==> src/rtl/imem_fetch_ctrl.sv <==
// imem_fetch_ctrl: loads a program into instruction memory, then sequences
// fetch addresses with halt/branch/stall control until the program ends.
module imem_fetch_ctrl #(
    parameter int WORD       = 32,
    parameter int HALF_WORD  = 16,
    parameter int PROG_DEPTH = 512,
    parameter int START_ADDR = 0
) (
    input  logic                          clk_i,
    input  logic                          reset_i,
    input  logic                          load_start_i,
    input  logic [$clog2(PROG_DEPTH):0]   load_len_i,
    input  logic                          load_valid_i,
    input  logic [HALF_WORD-1:0]          load_data_i,
    output logic                          load_ready_o,
    input  logic                          halt_i,
    input  logic                          stall_i,
    input  logic                          branch_taken_i,
    input  logic [WORD-1:0]               branch_target_i,
    output logic                          program_mem_write_en_o,
    output logic [HALF_WORD-1:0]          instruction_o,
    output logic [WORD-1:0]               instruction_addr_o,
    output logic                          is_valid_o,
    output logic                          running_o,
    output logic                          load_done_o,
    output logic                          load_err_o
);
    localparam int LW = $clog2(PROG_DEPTH) + 1;

    typedef enum logic [1:0] {IDLE, LOAD, RUN, END} state_t;

    state_t          r_state;
    logic [WORD-1:0] r_pc;
    logic [LW-1:0]   r_wcnt;
    logic [LW-1:0]   r_prog_len;
    logic            r_load_done;
    logic            r_load_err;

    logic            w_hs;
    logic            w_len_ok;
    logic            w_tgt_ok;
    logic            w_last;
    logic [WORD-1:0] w_len_ext;
    logic [WORD-1:0] w_pc_inc;

    assign w_hs      = (r_state == LOAD) && load_valid_i;
    assign w_len_ok  = (load_len_i != '0) && (load_len_i <= LW'(PROG_DEPTH));
    assign w_len_ext = WORD'(r_prog_len);
    assign w_tgt_ok  = branch_target_i < w_len_ext;
    assign w_last    = r_wcnt == (r_prog_len - LW'(1));
    assign w_pc_inc  = r_pc + WORD'(1);

    assign load_ready_o           = r_state == LOAD;
    assign program_mem_write_en_o = w_hs;
    assign instruction_o          = w_hs ? load_data_i : '0;
    assign instruction_addr_o     = w_hs ? WORD'(r_wcnt) : r_pc;
    assign is_valid_o             = (r_state == RUN) && (r_pc < w_len_ext);
    assign running_o              = r_state == RUN;
    assign load_done_o            = r_load_done;
    assign load_err_o             = r_load_err;

    always_ff @(posedge clk_i or posedge reset_i) begin
        if (reset_i) begin
            r_state     <= IDLE;
            r_pc        <= WORD'(START_ADDR);
            r_wcnt      <= '0;
            r_prog_len  <= '0;
            r_load_done <= 1'b0;
            r_load_err  <= 1'b0;
        end else begin
            r_load_done <= 1'b0;
            r_load_err  <= 1'b0;
            case (r_state)
                IDLE: if (load_start_i) begin
                    if (w_len_ok) begin
                        r_prog_len <= load_len_i;
                        r_wcnt     <= '0;
                        r_state    <= LOAD;
                    end else begin
                        r_load_err <= 1'b1;
                    end
                end
                LOAD: if (halt_i) begin
                    r_state <= IDLE;
                end else if (load_valid_i) begin
                    r_wcnt <= r_wcnt + LW'(1);
                    if (w_last) begin
                        r_state     <= RUN;
                        r_pc        <= WORD'(START_ADDR);
                        r_load_done <= 1'b1;
                    end
                end
                RUN: if (halt_i) begin
                    r_state <= IDLE;
                end else if (branch_taken_i) begin
                    r_pc    <= branch_target_i;
                    r_state <= w_tgt_ok ? RUN : END;
                end else if (!stall_i) begin
                    r_pc <= w_pc_inc;
                    if (w_pc_inc == w_len_ext) r_state <= END;
                end
                END: if (halt_i) begin
                    r_state <= IDLE;
                end else if (branch_taken_i && w_tgt_ok) begin
                    r_pc    <= branch_target_i;
                    r_state <= RUN;
                end
                default: r_state <= IDLE;
            endcase
        end
    end
endmodule

==> config.mk <==
export PLATFORM = sky130hd
export DESIGN_NAME = imem_fetch_ctrl
export DESIGN_NICKNAME = d
export VERILOG_FILES = /design/src/rtl/imem_fetch_ctrl.sv
export SDC_FILE = /design/constraint.sdc
export NUM_CORES = 1
export LEC_CHECK = 0
export CAP_MARGIN = 15
export CORE_MARGIN = 2
export CORE_UTILIZATION = 57
export CTS_BUF_LIST = sky130_fd_sc_hd__clkbuf_2 sky130_fd_sc_hd__clkbuf_4 sky130_fd_sc_hd__clkbuf_8
export DETAILED_ROUTE_END_ITERATION = 8
export GPL_TIMING_DRIVEN = 0
export PLACE_DENSITY_LB_ADDON = 0.1
export SLEW_MARGIN = 20
export SYNTH_ARGS = -nofsm -noshare
export SYNTH_HDL_FRONTEND = slang
export SYNTH_SLANG_ARGS = --single-unit
export TNS_END_PERCENT = 30
==> constraint.sdc <==
create_clock -name clk_i -period 6.6 [get_ports clk_i]
set_clock_uncertainty 0.05 [all_clocks]
set_input_delay 0.66 -clock clk_i [delete_from_list [all_inputs] [get_ports clk_i]]
set_output_delay 0.66 -clock clk_i [all_outputs]
set_load 0.1 [all_outputs]
==> results of run 1 <==
-- cells in the final DEF, fill, tap and decap left out, drive strengths merged, types with 8 or more instances in the layout --
cell type,n
inv,25
nor4,17
nand3,24
o21ai,65
xor2,20
and2,24
nor3,23
buf,19
nor2,52
o31ai,8
and3,22
a32oi,10
clkbuf,40
nand4,16
clkdlybuf4s50,118
xnor2,17
a21oi,29
nand2,96
a22oi,8
dfrtp,56
ha,22
-- worst max-delay path by stage --
stage | startpoint | to | slack, ns | depth (start not counted)
2_1_floorplan | load_valid_i | instruction_addr_o[0] | 2.11 | 4
3_3_place_gp | load_valid_i | instruction_addr_o[7] | 2.61 | 7
3_5_place_dp | load_valid_i | instruction_addr_o[7] | 2.51 | 7
4_1_cts | r_prog_len[2] | is_valid_o | 2.32 | 11
5_1_grt | r_prog_len[2] | is_valid_o | 2.09 | 11
6_report | r_prog_len[2] | is_valid_o | 2.24 | 11
-- stage by stage --
step	hold WS [ns]	util
floorplan	0.467	-
global placement	0.516	0.735
detailed placement	0.535	0.738
CTS	0.561	0.753
global route	0.605	0.753
finish	0.561	0.753
-- per-layer routing --
metal  wire length (µm)  vias up  track usage
li1                   -     2638            -
met1               6880     2665        0.471
met3               1910       81       0.0594
met2               8680      421        0.637
met4                789        0        0.160
met5                  0        -            0
-- registers in the layout, summed over array words and instances (netlist names) --
name / count
load_done_o: 1
load_err_o: 1
r_pc: 32
r_prog_len: 10
r_state: 2
r_wcnt: 10
-- layout make-up --
type / count / area share
Timing Repair Buffer: 119 / 0.184
Multi-Input combinational cell: 531 / 0.507
Sequential cell: 56 / 0.215
Clock buffer: 7 / 0.0148
Buffer: 51 / 0.0393
Clock inverter: 1 / 0.00460
Tap cell: 108 / 0.0207
Inverter: 25 / 0.0148
-- cell families after synthesis --
group                    count (synthesis)  synth area share
adder cells (fa/ha/maj)                 22            0.0543
multiplexers                             1           0.00222
AND/OR/NAND/NOR                        309             0.326
AO/OA/AOI/OAI                          162             0.208
flip-flops                              56             0.277
XOR/XNOR                                37            0.0640
buffers and inverters                   76            0.0692
-- critical path, cell delays in order (launching register included) --
cell             delay [ns]
dfrtp_1                0.39
buf_6                  0.15
inv_1                  0.20
ha_1                   0.28
o21a_1                 0.10
o21ai_0                0.15
nand2b_1               0.09
a21oi_1                0.16
o21ai_0                0.12
a21o_1                 0.20
a41oi_1                0.29
clkdlybuf4s50_1        1.19
-- power by group through the flow --
stage	Sequential, W	Clock, W	Combinational, W
floorplan	0.000389	0	0.000271
global placement	0.000392	0	0.000387
finish	0.000388	0.000261	0.000416
global route	0.000389	0.000273	0.000443
CTS	0.000386	0.000260	0.000406
detailed placement	0.000393	0	0.000403
==> flow_summary.yaml, run 1 <==
floorplanning:
  die_w_um: 98.3
  ioPinCount: 119
  dieHeight_um: 98.3
  start_util: 0.584
  core_area_mm2: 0.00868
  die-area_mm2: 0.00966
  row_count: 34
power:
  ir_drop_mv: 0.160
  switching_power_w: 0.000418
  power_frac_comb: 0.391
  total_power_w: 0.00107
  p_int_w: 0.000647
  seqPwrFrac: 0.364
  pwr-share-clk: 0.245
  power.density_mw_per_mm2: 163
  switching_share: 0.393
  leakagePower_nw: 2.70
global_routing:
  grt_pass1_wl_um: 28600
  grt_max_degree: 30
  grt_usage: 0.374
  first_global_vias: 5595
  antenna_found_initial: 0
  grt-ovfl-total: 0
route:
  route.vias.total: 5805
  first_pass_iters: 6
  routed_wl_um: 18300
  drc: 0
  viasPerCell: 6.46
  drtIter0Drc: 595
  ant_nets: 0
  wl_per_cell_um: 20.3
placement:
  placed_area_mm2: 0.00640
  gp_congestion: 0.981
  dpl_worst_slack_ns: 2.51
  post-dp-hpwl_um: 13900
  numPortBuffers: 118
  dp.cells: 890
clock_tree:
  cts_setup_buffers: 0
  cts_tree: "built"
  insertion_delay_ns: 0.33
  ctsHoldBuffers: 0
  clk_pin_slew_ns: 0.12
  cts_buffers: 5
  root_buffer: "clkbuf_8"
  post_cts_resized: 0
  cts_buffer_depth: 2
  clock_sinks: 56
  cts.htree.levels: 2
cells_and_area:
  multi_input_area_mm2: 0.00331
  antenna_cells: 0
  area_delta_synth_final_pct: 28.9
  drive_gt1_frac: 0.0658
  final_area_mm2: 0.00653
  layoutNonFillerInstCount: 898
  fin_nets: 876
  seqCellArea_mm2: 0.00140
  fill_cells: 667
critical_path:
  r2r-start: "r_prog_len[7]"
  required_ns: 5.89
  worstPathMaxFanout: 7
  cp-start-kind: "flip-flop"
  path_class: "flip-flop to output pin"
  critPathCaptureType: "output pin"
  cp.arrival_ns: 3.65
  r2r_slack_ns: 2.95
  rr_endpoint: "r_pc[17]"
  reg2regPathDepth: 13
yosys:
  ys_ff_latch: 56
  ys_top_cells_by_count: "96 x nand2_1, 56 x dfrtp_1, 52 x nor2_1, 44 x o21ai_0, 33 x clkbuf_1"
  yosysTopAreaCellShare: 0.277
  netlist_area_mm2: 0.00507
  synth-edff-count: 0
  synthMostInstantiatedCell: "nand2_1"
  synth-seq-area-share: 0.277
  yosys.cell_types.count: 67
  async_reset_ff_frac: 1.00
  yosysTopAreaCell: "dfrtp_1"
  syn_area_per_cell_um2: 7.64
  synth_warnings: 0
  synth_top_flop_cell: "dfrtp_1"
  syn_nets: 750
  synth_cells: 663
  synth_area_leaders: "dfrtp_1 28%, nand2_1 7.1%, ha_1 5.4%"
sta:
  setup_slack_ns: 2.24
  finalCritPeriodShare: 0.660
  slew_headroom: 0.309
  rsz0062_at_grt: "no"
  slew_viol_final: 0
  worst_pin_slew_ns: 1.03
  setup-violations-final: 0
  tns_ns: 0
  min_period_ns: 4.36
  fmax_mhz: 230
  hold_viol_final: 0
min_path:
  min_to: "r_pc[30]"
  hold_start: "r_pc[30]"
  hold_depth: 2
  hold_class: "flip-flop to flip-flop"
run_status:
  status: "finished clean"
run:
  cap_violations: 0
Note: power is estimated with default switching activity, not from simulation.
==> run 2: changes to the inputs <==
--- a/config.mk
+++ b/config.mk
@@ -7,7 +7,7 @@
 export LEC_CHECK = 0
 export CAP_MARGIN = 15
 export CORE_MARGIN = 2
-export CORE_UTILIZATION = 57
+export CORE_UTILIZATION = 47
 export CTS_BUF_LIST = sky130_fd_sc_hd__clkbuf_2 sky130_fd_sc_hd__clkbuf_4 sky130_fd_sc_hd__clkbuf_8
 export DETAILED_ROUTE_END_ITERATION = 8
 export GPL_TIMING_DRIVEN = 0
==> constraint.sdc (replaced) <==
create_clock -name clk_i -period 3.99 [get_ports clk_i]
set_clock_uncertainty 0.05 [all_clocks]
set_input_delay 0.399 -clock clk_i [delete_from_list [all_inputs] [get_ports clk_i]]
set_output_delay 0.399 -clock clk_i [all_outputs]
set_load 0.1 [all_outputs]
==> run 2 against run 1 <==
  * Global-route usage decreased by 5.6 points
  * Die area increased by 20%
  * Combinational power increased by 63%
  * Sequential power increased by 65%
  * Routed wire length decreased by 0.41%
  * Sequential share of layout area about the same
  * Via count decreased by 4.0%
  * Design area increased by 0.19%
  * Largest power group unchanged
  * Hold slack got worse by 0.33 ns
==> flow_summary.yaml, run 2 (synthesis gave the netlist of run 1 again) <==
run_status:
  status: "finished clean"
clock_tree:
  cts_tree: "built"
  clock_sinks: 56
  root_buffer: "clkbuf_8"
  clk_pin_slew_ns: 0.10
  ctsHoldBuffers: 0
  cts_buffer_depth: 2
  insertion_delay_ns: 0.33
  cts.htree.levels: 2
  cts_setup_buffers: 0
  cts_buffers: 5
floorplanning:
  dieHeight_um: 108
  row_count: 37
  ioPinCount: 119
  die-area_mm2: 0.0116
  core_area_mm2: 0.0104
  start_util: 0.486
  die_w_um: 108
cells_and_area:
  multi_input_area_mm2: 0.00331
  final_common_cell: "clkdlybuf4s50_1"
  largest_reg_flops: 32
  drive_gt1_frac: 0.0658
  seqCellArea_mm2: 0.00140
  antenna_cells: 0
  top_regs: "r_pc x32, r_prog_len x10, r_wcnt x10"
  fin_nets: 876
  mostFrequentLayoutCells: "117 x clkdlybuf4s50_1, 96 x nand2_1, 56 x dfrtp_1"
  fill_cells: 964
  layoutNonFillerInstCount: 926
  regMostFlops: "r_pc"
  area_delta_synth_final_pct: 29.2
run:
  cap_violations: 0
global_routing:
  first_global_vias: 5376
  grt_usage: 0.317
  antenna_found_initial: 0
  grt_pass1_wl_um: 28600
  grt_max_degree: 54
  grt-ovfl-total: 0
placement:
  dpl_worst_slack_ns: 0.198
  gp_congestion: 0.967
  numPortBuffers: 118
  post-dp-hpwl_um: 14000
  dp.cells: 918
sta:
  worst_pin_slew_ns: 0.993
  tns_ns: 0
  finalCritPeriodShare: 0.938
  fmax_mhz: 267
  hold_viol_final: 0
  rsz0062_at_grt: "no"
  slew_viol_final: 0
  slew_headroom: 0.336
  setup-violations-final: 0
  setup_slack_ns: 0.248
  min_period_ns: 3.74
route:
  viasPerCell: 6.02
  first_pass_iters: 5
  route.vias.total: 5570
  drtIter0Drc: 379
  ant_nets: 0
  wl_per_cell_um: 19.6
  routed_wl_um: 18200
  drc: 0
critical_path:
  cp-start-kind: "flip-flop"
  critPathCaptureType: "output pin"
  cp.arrival_ns: 3.29
  required_ns: 3.54
  worstPathMaxFanout: 4
  path_class: "flip-flop to output pin"
power:
  leakagePower_nw: 2.69
  power.density_mw_per_mm2: 257
  ir_drop_mv: 0.213
min_path:
  hold_class: "input pin to asynchronous set/reset pin"
## run 2: cell count changes in the layout (fill, tap and decap cells not counted), sizes merged
cell / delta
clkbuf: +1
bufinv: -1
clkdlybuf4s50: -1
dlygate4sd2: +1
## run 2: worst max-delay path: stages, from the launching register on
cell	delay [ns]
dfrtp_1	0.45
inv_1	0.13
ha_1	0.29
nor2b_1	0.14
o21a_1	0.16
o21ai_0	0.15
nand2b_1	0.10
a21oi_1	0.15
o21ai_0	0.11
a21o_1	0.19
a41oi_1	0.22
dlygate4sd2_1	0.88
## run 2: layer usage
layer	GRT usage	share of wire	vias to the layer above	wire, µm
met5	0	0	-	0
met4	0.124	0.031	0	567
met3	0.0545	0.068	43	1230
met2	0.528	0.48	257	8810
met1	0.409	0.42	2640	7570
li1	-	-	2630	-
## run 2: power by group
| part | switching [W] | internal (W) |
|---|---|---|
| combinational | 0.000427 | 0.000249 |
| sequential | 0.0000437 | 0.000598 |
| clock | 0.000210 | 0.000156 |
| total | 0.000680 | 0.00100 |
## run 2: final cells by class
class	count	share of cell area
multi-input cells	531	0.507
flip-flops and latches	56	0.214
repair buffers	119	0.185
plain buffers	51	0.0392
well taps	136	0.0260
clock buffers	8	0.0149
inverters	25	0.0147
## run 2: worst paths after layout
| path | slack (ns) | endpoint | cells after the start | startpoint |
|---|---|---|---|---|
| min in group clk_i | 0.54 | r_pc[0] | 2 | r_pc[0] |
| hold / removal | 0.23 | r_prog_len[2] | 2 | reset_i |
| max in group asynchronous | 3.18 | load_done_o | 3 | reset_i |
| hold reg to reg | 0.54 | r_pc[0] | 2 | r_pc[0] |
| setup / recovery | 0.25 | is_valid_o | 11 | r_prog_len[1] |
| setup reg to reg | 0.42 | r_pc[17] | 13 | r_prog_len[7] |
## run 2: metrics by stage
step           utilization  hold WS, ns  total power, W  area, µm²
2_1_floorplan            -        0.415         0.00109       5070
3_3_place_gp         0.616        0.507         0.00130       6420
3_5_place_dp         0.619        0.516         0.00132       6450
4_1_cts              0.628        0.227         0.00168       6540
5_1_grt              0.628        0.234         0.00176       6540
6_report             0.628        0.226         0.00168       6540
## run 2: what timing repair did
action	in CTS	in global routing
gates resized for setup	1	0
endpoints found under the setup margin	1	0
hold endpoints to repair	0	0
==> patch 1 (config.mk and constraints of run 1) <==
Register the input `branch_target_i` before use, with the module's reset. The logic sees it one clock later. The other inputs are not delayed to match.
--- a/src/rtl/imem_fetch_ctrl.sv
+++ b/src/rtl/imem_fetch_ctrl.sv
@@ -31,2 +31,12 @@
 
+    logic [WORD-1:0] branch_target_q;
+
+    always_ff @(posedge clk_i or posedge reset_i) begin
+        if (reset_i) begin
+            branch_target_q <= '0;
+        end else begin
+            branch_target_q <= branch_target_i;
+        end
+    end
+
     state_t          r_state;
@@ -48,3 +58,3 @@
     assign w_len_ext = WORD'(r_prog_len);
-    assign w_tgt_ok  = branch_target_i < w_len_ext;
+    assign w_tgt_ok  = branch_target_q < w_len_ext;
     assign w_last    = r_wcnt == (r_prog_len - LW'(1));
@@ -95,3 +105,3 @@
                 end else if (branch_taken_i) begin
-                    r_pc    <= branch_target_i;
+                    r_pc    <= branch_target_q;
                     r_state <= w_tgt_ok ? RUN : END;
@@ -104,3 +114,3 @@
                 end else if (branch_taken_i && w_tgt_ok) begin
-                    r_pc    <= branch_target_i;
+                    r_pc    <= branch_target_q;
                     r_state <= RUN;
Behaviour: not the same (Yosys sat finds a counterexample within 4 cycles, from zero or initial values and one cycle with reset_i high).
==> patch 1 against run 1 <==
Sequential cell count up 32; non-clock buffer count decreased by 3; first-iteration DRC count rose by 30%; die area grew 14%; largest power group is now registers; largest cell class unchanged; total power rose by 43%; cell area is 13% higher; area after synthesis up 14%; setup slack worse by 0.43 ns; wire length up 13%.
==> patch 1: results (changes against run 1) <==
Layout
  • N_diodes: 0 (unchanged)
  • Largest registers: branch_target_q x32, r_pc x32
  • Nets: 922 (+5.3%)
  • Layout cells sized above 1: 3.57% (-3.0 points)

Synth
  • Cells after Synth: 706 (+6.5%)
  • Sequential area share after synthesis: 38.0% (+10 points)
  • Synth top cells by count: 88 x dfrtp_1, 85 x nand2_1, 62 x nor2_1
  • Async SR Flop Fraction: 100% (unchanged)
  • Synth top area cells: dfrtp_1 38%, nand2_1 5.5%, ha_1 4.8%
  • Count of cell types in the netlist: 63 (-6.0%)
  • Syn nets: 793 (+5.7%)

Setup path
  • R2r setup slk: 2.74 ns (-0.21 ns)
  • Reg-to-Reg Start: r_prog_len[7]
  • Crit Path Max Fanout: 8 (+1)
  • FF-to-FF End: r_pc[5]
  • Worst R2R Path Depth: 10 (-3)
  • CP max stage delay: 1.19 ns (about the same)
  • CP Data Arrival Time: 4.08 ns (+0.43 ns)

Run status
  • Outcome: complete, no violations

Clock tree
  • H-tree levels: 3 (+1)
  • Cts repair resizes: 0 (unchanged)
  • Skew-Pair Late Insertion Delay: 0.39 ns (+0.06 ns)
  • Worst-path clk slew: 0.10 ns (-0.02 ns)
  • Root Driver: clkbuf_8
  • CTS max path bufs: 2 (unchanged)
  • CTS buffer count: 9 (+4)
  • Postcts setup bufs: 0 (unchanged)

Worst hold path
  • Worst hold stages: 2 (unchanged)
  • Worst Hold End: r_pc[15]
  • Worst hold start: branch_target_q[15]

Placement
  • PortBufs: 117 (-0.85%)
  • Post-DP HPWL: 15.4 mm (+11%)
  • GPL Wtd Cong: 1.02 (+4.1%)
  • Placed Cells: 957 (+7.5%)

Global route
  • First-pass GRT wire length: 32.5 mm (+14%)
  • Vias in the first global route: 6,120 (+9.4%)
  • Total GRT Usage: 37.9% (+0.49 points)
  • Pin count of the biggest net entering global routing: 51 (+70%)

Pwr
  • Max VDD drop: 0.134 mV (-16%)
  • Leak pwr: 3.02 nW (+12%)

Routing
  • Vias per cell: 6.53 (+0.94%)
  • Initial DRT Pass Iterations: 6 (unchanged)
  • Total number of vias: 6,349 (+9.4%)
  • Starting DRT DRC Count: 773 (+30%)
  • Routed WL per cell: 21.3 um (+4.6%)

Timing
  • Max_slew headroom: 25.1% (-5.8 points)
  • Max Slew Vio Count: 0 (unchanged)
  • # setup viols final: 0 (unchanged)
-- patch 1: per-layer routing --
layer | vias to the layer above | global-route usage, % | wire length (um)
met5 | - | 0 | 0
met4 | 0 | 17.5 | 915
met3 | 106 | 10.5 | 2410
met2 | 503 | 60.1 | 9540
met1 | 2951 | 48.0 | 7820
li1 | 2789 | - | -
-- patch 1: cells by family (layout without fill, tap and decap cells) --
kind of cell / count (synthesis) / in the layout / share of synthesized area, %
flops: 88 / 88 / 38.0
simple gates: 302 / 302 / 26.5
mux: 2 / 2 / 0.346
fa+ha+maj: 22 / 22 / 4.76
compound gates: 180 / 180 / 19.3
buf+inv: 71 / 205 / 4.84
xor+xnor: 41 / 41 / 6.20
-- patch 1: how the worst max path moves through the flow --
| stage | startpoint | endpoint | cells after the start |
|---|---|---|---|
| floorplan | load_valid_i | instruction_addr_o[4] | 5 |
| global placement | r_prog_len[2] | is_valid_o | 12 |
| detailed placement | r_prog_len[1] | is_valid_o | 12 |
| CTS | r_prog_len[1] | is_valid_o | 12 |
| global route | r_prog_len[2] | is_valid_o | 12 |
| finish | r_prog_len[2] | is_valid_o | 12 |
-- patch 1: stage by stage --
| stage | setup WS (ns) | utilization (%) | hold WS, ns | area (um^2) |
|---|---|---|---|---|
| finish | 1.81 | 75.0 | 0.477 | 7360 |
| global route | 1.73 | 75.0 | 0.509 | 7360 |
| global placement | 2.37 | 72.6 | 0.460 | 7130 |
| CTS | 1.87 | 75.0 | 0.475 | 7360 |
| floorplan | 1.92 | - | 0.445 | 5790 |
| detailed placement | 2.31 | 72.9 | 0.462 | 7160 |
-- patch 1: final cells by class --
cell class	count	area [um^2]
Timing Repair Buffer	118	1200
Fill cell	738	2450
Buffer	49	198
Tap cell	133	166
Sequential cell	88	2200
Clock buffer	11	145
Multi-Input combinational cell	547	3310
Clock inverter	5	63.8
Inverter	22	85.1
-- patch 1: where the power goes --
group	internal, mW	switching (mW)	total, mW
sequential	0.574	0.0545	0.629
combinational	0.175	0.308	0.483
clock	0.193	0.213	0.406
-- patch 1: tightest hold or removal path, cell delays in order, from the launching register on --
cell and delay, ns:
dfrtp_1 0.39, nand2_1 0.06, a21oi_1 0.05
==> patch 2 (flow settings as in run 1) <==
Without the edit above. `WORD`: 32 -> 64.
--- a/src/rtl/imem_fetch_ctrl.sv
+++ b/src/rtl/imem_fetch_ctrl.sv
@@ -3,3 +3,3 @@
 module imem_fetch_ctrl #(
-    parameter int WORD       = 32,
+    parameter int WORD       = 64,
     parameter int HALF_WORD  = 16,
Ports: changed (resized branch_target_i and instruction_addr_o); port bits go from 119 to 183. The function was not compared with the original's and may differ.
==> patch 2 against run 1 <==
Total power increased by 74%; hold slack got worse by 0.014 ns; global-route usage up 8.2 points; sequential cell count increased by 32; final cell count is 63% higher; area after synthesis grew 60%; cell area grew 59%; wire length up 90%; setup slack lost 0.62 ns; critical endpoint is now instruction_addr_o[61]; highest routed layer unchanged.
==> patch 2: results (changes against run 1) <==
Synth
  • Syn nets: 1,206 (+61%)
  • Sequential area share after synthesis: 27.2% (-0.42 points)
  • Synth top area cells: dfrtp_1 27%, o21ai_0 8.0%, nor2_1 5.5%
  • Count of cell types in the netlist: 72 (+7.5%)
  • YS warnings: 0 (unchanged)
  • Async SR Flop Fraction: 100% (unchanged)
  • Synth top cells by count: 130 x o21ai_0, 119 x nor2_1, 89 x nand2_1
  • Post-synth EDFFs: 0 (unchanged)

Global route
  • Total GRT Usage: 45.6% (+8.2 points)
  • First-pass GRT wire length: 51.7 mm (+80%)
  • Pin count of the biggest net entering global routing: 59 (+97%)
  • Vias in the first global route: 9,156 (+64%)
  • Initial antenna violation count: 0 (unchanged)

Clock tree
  • Cts repair resizes: 0 (unchanged)
  • CTS buffer count: 9 (+4)
  • Root Driver: clkbuf_8
  • H-tree levels: 3 (+1)
  • Skew-Pair Late Insertion Delay: 0.40 ns (+0.07 ns)
  • CTS max path bufs: 2 (unchanged)
  • Worst-path clk slew: 0.10 ns (-0.02 ns)
  • Hold_buf cts: 0 (unchanged)
  • Postcts setup bufs: 0 (unchanged)

Layout
  • Largest registers: r_pc x64, r_prog_len x10, r_wcnt x10
  • N_diodes: 0 (unchanged)
  • Nets: 1,400 (+60%)
  • Layout cells sized above 1: 7.47% (+0.89 points)

Setup path
  • R2r setup slk: 2.92 ns (-0.03 ns)
  • FF-to-FF End: r_state[0]
  • Crit Path Max Fanout: 10 (+3)
  • CP Data Arrival Time: 4.26 ns (+0.61 ns)
  • Worst R2R Path Depth: 9 (-4)
  • Reg-to-Reg Start: r_pc[1]

Routing
  • Vias per cell: 6.84 (+5.8%)
  • WL final: 34.6 mm (+90%)
  • Starting DRT DRC Count: 1,599 (+170%)
  • Initial DRT Pass Iterations: 6 (unchanged)

Placement
  • GPL Wtd Cong: 1.08 (+9.8%)
  • Placement Cell Area: 10,200 um^2 (+59%)
  • Post-DP HPWL: 26.0 mm (+88%)
  • PortBufs: 182 (+54%)

Pwr
  • Leak pwr: 4.22 nW (+57%)
  • Switching Share: 43.9% (+4.6 points)
  • Max VDD drop: 0.195 mV (+22%)

Run status
  • Outcome: complete, no violations

Timing
  • Worst-margin pin slew: 0.993 ns (-0.0407 ns)

Worst hold path
  • Worst Hold Class: input pin to async pin
==> patch 2: critical path: stages <==
cell and delay, ns:
clkdlybuf4s50_1 0.45, clkbuf_1 0.23, nand2_1 0.35, clkbuf_1 0.54, clkbuf_1 0.60, and2_1 0.27, clkdlybuf4s50_1 1.15
==> patch 2: metal layers <==
metal  vias up  share of wire (%)  track usage, %
li1       4288                  -               -
met5         -                  0               0
met4         0                5.9            23.0
met3       187                 15            12.4
met1      4626                 36            60.2
met2       922                 43            68.8
==> patch 2: worst max path at each step <==
| stage | start | endpoint | slack [ns] | depth (start not counted) |
|---|---|---|---|---|
| detailed placement | load_valid_i | instruction_addr_o[61] | 1.81 | 7 |
| floorplan | load_valid_i | instruction_addr_o[8] | 2.38 | 5 |
| finish | load_valid_i | instruction_addr_o[61] | 1.63 | 7 |
| global placement | load_valid_i | instruction_addr_o[61] | 1.87 | 7 |
| CTS | load_valid_i | instruction_addr_o[7] | 1.79 | 8 |
| global route | load_valid_i | instruction_addr_o[7] | 1.65 | 8 |
==> patch 2: power groups by stage <==
stage	combinational (mW)	clock, mW	sequential (mW)
2_1_floorplan	0.509	0	0.622
3_3_place_gp	0.728	0	0.632
6_report	0.772	0.457	0.628
5_1_grt	0.805	0.464	0.631
3_5_place_dp	0.747	0	0.634
4_1_cts	0.753	0.442	0.624
==> patch 2: kinds of logic after synthesis <==
kind of cell    synth area share, %
compound gates                 19.6
xor+xnor                       7.04
mux                           0.650
buf+inv                        7.15
simple gates                   34.9
flops                          27.2
fa+ha+maj                      3.40
==> patch 2: final cells by class <==
| cell class | instances | area, um^2 |
|---|---|---|
| Buffer | 96 | 473 |
| Multi-Input combinational cell | 875 | 5300 |
| Tap cell | 180 | 225 |
| Clock buffer | 9 | 124 |
| Inverter | 28 | 110 |
| Fill cell | 1098 | 3500 |
| Clock inverter | 6 | 93.8 |
| Sequential cell | 88 | 2200 |
| Timing Repair Buffer | 183 | 1850 |
==> patch 2: stage by stage <==
| stage | instances | setup slack [ns] | power (mW) | hold slack, ns |
|---|---|---|---|---|
| global placement | 1449 | 1.87 | 1.36 | 0.515 |
| floorplan | 1087 | 2.38 | 1.13 | 0.453 |
| finish | 1465 | 1.63 | 1.86 | 0.547 |
| detailed placement | 1450 | 1.81 | 1.38 | 0.523 |
| CTS | 1465 | 1.79 | 1.82 | 0.546 |
| global route | 1465 | 1.65 | 1.90 | 0.571 |
